File: config.mk
export PLATFORM = sky130hd
export DESIGN_NAME = c_instr_queue
export DESIGN_NICKNAME = d
export VERILOG_FILES = /design/src/rtl/c_instr_queue_pkg.sv /design/src/rtl/c_instr_queue.sv
export SDC_FILE = /design/constraint.sdc
export NUM_CORES = 1
export LEC_CHECK = 0
export CAP_MARGIN = 15
export CORE_MARGIN = 5
export CORE_UTILIZATION = 39
export DETAILED_ROUTE_END_ITERATION = 10
export SLEW_MARGIN = 10
export SYNTH_ARGS = -nofsm -noshare
export SYNTH_HDL_FRONTEND = slang
export SYNTH_SLANG_ARGS = --single-unit
File: constraint.sdc
create_clock -name clk -period 5.7 [get_ports clk]
set_input_delay 0.57 -clock clk [delete_from_list [all_inputs] [get_ports clk]]
set_output_delay 0.57 -clock clk [all_outputs]
set_load 0.01 [all_outputs]
File: src/rtl/c_instr_queue_pkg.sv
// Shared types and constants for the instruction queue that sits between the
// C-extension expander and the decode stage.
package c_instr_queue_pkg;

  localparam int unsigned IQ_DEPTH_DEFAULT = 4;

  // addi x0, x0, 0 -- presented to decode whenever the queue has nothing valid.
  localparam logic [31:0] NOP = 32'h0000_0013;

  typedef struct packed {
    logic [31:0] instr;
    logic [31:0] pc;
    logic        is_comp;
    logic        illegal;
  } type_iq_entry_s;

endpackage

File: src/rtl/c_instr_queue.sv
// Small circular FIFO of expanded instructions; flush discards everything,
// head entry is read combinationally with a NOP when nothing is valid.
module c_instr_queue
  import c_instr_queue_pkg::*;
#(
  parameter int unsigned DEPTH = IQ_DEPTH_DEFAULT
) (
  input  logic                       clk,
  input  logic                       reset,
  input  logic                       flush_i,
  input  logic                       enq_valid_i,
  input  logic [31:0]                enq_instr_i,
  input  logic [31:0]                enq_pc_i,
  input  logic                       enq_is_comp_i,
  input  logic                       enq_illegal_i,
  output logic                       enq_ready_o,
  output logic                       deq_valid_o,
  output logic [31:0]                deq_instr_o,
  output logic [31:0]                deq_pc_o,
  output logic                       deq_is_comp_o,
  output logic                       deq_illegal_o,
  output logic [31:0]                deq_pc_next_o,
  input  logic                       deq_ready_i,
  output logic [$clog2(DEPTH+1)-1:0] count_o
);

  localparam int unsigned PtrW = $clog2(DEPTH);
  localparam int unsigned CntW = $clog2(DEPTH + 1);

  type_iq_entry_s mem_q [DEPTH];
  type_iq_entry_s head_entry;

  logic [PtrW-1:0] head_q, head_d;
  logic [PtrW-1:0] tail_q, tail_d;
  logic [CntW-1:0] count_q, count_d;

  logic full, empty, do_enq, do_deq;

  // Full/empty come from the count so head == tail is never ambiguous.
  assign full  = (count_q == CntW'(DEPTH));
  assign empty = (count_q == '0);

  assign enq_ready_o = !full && !flush_i;
  assign deq_valid_o = !empty && !flush_i;
  assign do_enq      = enq_valid_i && enq_ready_o;
  assign do_deq      = deq_valid_o && deq_ready_i;
  assign count_o     = count_q;

  always_comb begin
    head_d  = head_q;
    tail_d  = tail_q;
    count_d = count_q;
    if (flush_i) begin
      head_d  = '0;
      tail_d  = '0;
      count_d = '0;
    end else begin
      if (do_enq) tail_d = tail_q + PtrW'(1);
      if (do_deq) head_d = head_q + PtrW'(1);
      unique case ({do_enq, do_deq})
        2'b10:   count_d = count_q + CntW'(1);
        2'b01:   count_d = count_q - CntW'(1);
        default: count_d = count_q;
      endcase
    end
  end

  always_ff @(posedge clk) begin
    if (reset) begin
      head_q  <= '0;
      tail_q  <= '0;
      count_q <= '0;
    end else begin
      head_q  <= head_d;
      tail_q  <= tail_d;
      count_q <= count_d;
    end
  end

  // Storage needs no reset; stale slots are unreachable once the pointers clear.
  always_ff @(posedge clk) begin
    if (do_enq) begin
      mem_q[tail_q] <= '{instr:   enq_instr_i,
                         pc:      enq_pc_i,
                         is_comp: enq_is_comp_i,
                         illegal: enq_illegal_i};
    end
  end

  assign head_entry = mem_q[head_q];

  always_comb begin
    deq_instr_o   = NOP;
    deq_pc_o      = '0;
    deq_is_comp_o = 1'b0;
    deq_illegal_o = 1'b0;
    deq_pc_next_o = '0;
    if (deq_valid_o) begin
      deq_instr_o   = head_entry.instr;
      deq_pc_o      = head_entry.pc;
      deq_is_comp_o = head_entry.is_comp;
      deq_illegal_o = head_entry.illegal;
      deq_pc_next_o = head_entry.pc + (head_entry.is_comp ? 32'd2 : 32'd4);
    end
  end

endmodule
; Word-level counts from Yosys, hierarchy flattened
; Memories as Yosys holds them, arrays and structs flattened. A register that Yosys moved wholly into a read port is not among the register bits.
; Index checks and enable logic that the tools add are counted.
; W data, S select, Z words.
[word_totals]
register_bits = 7
mem_bits_rw = 264
in_bits = 71
out_inout_bits = 103
wordCells = 33
n_memories = 1
[op_classes]
addsub = 5
n_eq_ne = 3
mux = 11
n_reduce_logical = 10
[memory_table]
columns = memory, depth, word_bits, rd, rd_ports_with_merged_regs, write_ports, line
row1 = mem_q, 4, 66, 1, 1, 1, c_instr_queue.sv:30  ; type_iq_entry_s mem_q [DEPTH];
[op_table]
columns = op, n
row1 = $mux W32, 3
row2 = $add A32 B3 Y32, 1
row3 = $pmux W3 S2, 1
row4 = $add A2 B1 Y2 const B, 2
row5 = $logic_and A1 B1 Y1, 4
row6 = $mux W1, 4
row7 = $mux W2, 2
row8 = $add A3 B1 Y3 const B, 1
row9 = $eq A3 B3 Y1 const B, 1
row10 = $logic_not A1 Y1, 3
row11 = $logic_not A3 Y1, 1
row12 = $mux W3, 1
row13 = $sub A3 B1 Y3 const B, 1
row14 = $eq A2 B1 Y1 const B, 1
row15 = $eq A2 B2 Y1 const B, 1
row16 = $reduce_bool A2 Y1, 1
row17 = $reduce_or A2 Y1, 1

; Longest topological paths before layout
[depth]
depth_word = 6
ltp_mapped = 14
depth_no_buf = 10

; Worst setup path after synthesis
; OpenSTA, ideal clock, no wires.
[synth_path]
path_kind = register to output
startpoint = register (tool-made name)
endpoint = output deq_pc_next_o[25]
arrival_ns = 3.444
t_required_ns = 5.130
path_slack_ns = 1.686
stages_incl_launch_ff = 14
path_buffers = 6
cell_sequence = dfxtp_1 > buf_4 > buf_4 > buf_2 > clkbuf_1 > mux4_2 > ha_1 > inv_1 > fa_1 > clkbuf_1 > or3_1 > buf_2 > nor4_1 > mux2_2
[synth_lines]
columns = item, line
row1 = "end, declared", c_instr_queue.sv:22  ; output logic [31:0] deq_pc_next_o,

==> results.sh <==
export IMPL_crit_type="flip-flop to output pin"
export IMPL_synth_top_family_by_area="multiplexers"
export IMPL_dp_hpwl_um=15900
export IMPL_vias=6254
export IMPL_fin_nets=875
export IMPL_syn_nets=703
export IMPL_final_cell_mix="264 x edfxtp_1, 173 x clkdlybuf4s50_1, 63 x and2_1, 56 x mux4_2, 35 x nor2_1"
export IMPL_viasPerCell=5.21
export IMPL_rows=62
export IMPL_clk_latency_ns=0.53
export IMPL_port_buffers=173
export IMPL_cp_slowest_cell="dfxtp_4"
export IMPL_async_flop_share_pct=0
export IMPL_fp_dieArea_um2=32900
export IMPL_critPathMaxStageDelay_ns=0.70
export IMPL_fin_area_um2=14500
export IMPL_final_cell_count_no_fill=1201
export IMPL_slew_viol_final=0
export IMPL_crit_path_end_kind="output pin"
export IMPL_start_util_pct=39.7
export IMPL_ys_ff_latch=273
export IMPL_cts_htree_levels=1
export IMPL_rsz0062_at_grt="no"
export IMPL_postRouteWirelength_um=25000
export IMPL_synth_distinct_cells=38
export IMPL_synth_cell_area_um2=11500
export IMPL_hp_class="flip-flop to flip-flop"
export IMPL_muxShareOfSynthArea_pct=15.2
export IMPL_placed_area_um2=13500
export IMPL_die_x_um=181
export IMPL_ant_nets=0
export IMPL_synth_compound_area_share_pct=1.04
export IMPL_ios=174
export IMPL_tns_ns=0
export IMPL_drv_cap=0
export IMPL_place_inst=1149
export IMPL_grt_usage_pct=14.9
export IMPL_place_congestion=0.837
export IMPL_first_global_vias=6670
export IMPL_grt_first_pass_wirelength_um=38900
export IMPL_dr_pass1_iters=5
export IMPL_drc_errors=0
export IMPL_antenna_found_initial=4
export IMPL_maxSlewHeadroom_pct=29.2
export IMPL_hold_viol=0
export IMPL_p_per_area_nw_per_um2=296
export IMPL_clkTransAtPathRegs_ns=0.06
export IMPL_hold_buffers=0
export IMPL_synth_edff_count=264
export IMPL_wl_per_cell_um=20.9
export IMPL_irDropWorstVdd_v=0.000273
export IMPL_cp_start_kind="flip-flop"
export IMPL_design_core_area_um2=28900
export IMPL_synth_fa_ha_area_share_pct=1.11
export IMPL_clock_sinks=273
export IMPL_crit_required_ns=5.13
export IMPL_fillers=2352
export IMPL_final_common_cell="edfxtp_1"
export IMPL_crit_chain="buf_4 > mux4_1 > nand4_1 > or3_1 > or4_1 > a21oi_1 > clkdlybuf4s50_1"
export IMPL_cp_max_fo=36
export IMPL_fmax_mhz=206
export IMPL_synth_xor_area_share_pct=1.15
export IMPL_period_share_pct=85.2
export IMPL_grt_max_degree=67
export IMPL_clock_skew_ns=0.0123
export IMPL_leakage_uw=0.00450
export IMPL_numCtsBuffers=28
export IMPL_drtIter0Drc=355
export IMPL_post_cts_setup_buffer_count=0
export IMPL_yosysWarnings=0
export IMPL_post_cts_resized=0
export IMPL_antenna_cells=0
export IMPL_syn_inst=623
export IMPL_yosys_most_used_dff="edfxtp_1"
export IMPL_ctsRootBufferMaster="clkbuf_16"
export IMPL_synth_simple_area_share_pct=8.57
export IMPL_cts_tree="yes"
export IMPL_area_growth_pct=26.2
export IMPL_fp_dieH_um=181
export IMPL_worst_pin_slew_ns=1.06
export IMPL_fin_crit_ns=4.86
export IMPL_setup_viol=0
export IMPL_status="complete, no violations"
export IMPL_overflow=0
export IMPL_ys_seq_area_share_pct=70.8
export IMPL_cp_data_arrival_time_ns=4.29
export IMPL_drive_gt1_share_pct=14.9
export IMPL_clock_path_buffers=3
export IMPL_avgSynthCellArea_um2=18.4
## logic make-up (layout without fill, tap and decap cells)
group | after synthesis | in the layout
flops | 273 | 273
simple gates | 175 | 175
mux | 83 | 83
buf+inv | 47 | 241
compound gates | 21 | 21
xor+xnor | 15 | 15
fa+ha+maj | 9 | 9
## path summary, 6_finish.rpt
check | slack (ns) | cells after the start | start | to
worst max register to register | 2.12 | 10 | count_o[0]$_SDFFE_PP0P_ | count_o[2]$_SDFFE_PP0P_
worst min-delay path | 0.55 | 2 | head_q[1]$_SDFFE_PP0P_ | head_q[1]$_SDFFE_PP0P_
worst min register to register | 0.55 | 2 | head_q[1]$_SDFFE_PP0P_ | head_q[1]$_SDFFE_PP0P_
worst max-delay path | 0.84 | 7 | flip-flop | deq_pc_next_o[22]
## power by group
group	leakage [uW]	internal (uW)	switching, uW
Combinational	0.00157	105	102
Sequential	0.00247	2230	7.75
Clock	0.000454	1120	713
Total	0.00450	3460	822
## metrics by stage
step                power (uW)  hold slack [ns]  util, %  setup WS [ns]
CTS                       4330            0.555     50.1          0.753
global route              4430            0.587     50.1          0.555
global placement          2480            0.500     46.9           1.35
floorplan                 2370            0.485        -           1.69
finish                    4280            0.553     50.1          0.843
detailed placement        2490            0.528     46.9           1.32
## metal layers
| layer | wire (um) | vias to the layer above | track usage [%] |
|---|---|---|---|
| met5 | 59 | - | 0 |
| met1 | 10700 | 3166 | 19.8 |
| li1 | - | 2817 | - |
| met2 | 12000 | 230 | 25.2 |
| met4 | 360 | 8 | 2.76 |
| met3 | 1910 | 33 | 3.98 |
## cells in the mapped netlist (4+ instances only)
cell        n  area share [%]
clkbuf_1   14            0.46
mux4_2     56              11
or3_1      10            0.55
buf_2       9            0.39
ha_1        7            0.76
mux4_1     12             2.8
nand3_1    10            0.44
nor4_1      6            0.33
mux2_2     12             1.2
and2_1     63             3.4
nand2_1    13            0.43
xnor2_1    11            0.84
o21ai_0     4            0.17
nand4_1     5            0.27
nor3_1     12            0.52
o31ai_1     5            0.33
and3_1      5            0.27
nor2_1     35             1.1
inv_1      13            0.43
or4_1       7            0.46
a21oi_1    11            0.48
edfxtp_1  264              69
xor2_1      4            0.31
dfxtp_1     9             1.6
## cell type report
cell class	count	area [um^2]	share of cell area, %
clock inverter	14	166	1.15
timing repair buffer	176	1750	12.1
sequential	273	8120	56.1
clock buffer	38	769	5.32
multi-input combinational	303	3120	21.6
tap	384	480	3.32
inverter	13	48.8	0.338
## state kept, by name (all words and copies together), names as in the netlist, named ones only
register	count
tail_q	2
head_q	2
count_o	3
mem_q	264
## worst max-delay path: cells and delay by family, from the launching register on
kind,cells,cell delay (ns)
compound gates,1,0.18
flops,1,0.70
buf+inv,2,1.10
simple gates,3,1.38
mux,1,0.38
No activity file was read; power rests on OpenSTA's default activity.
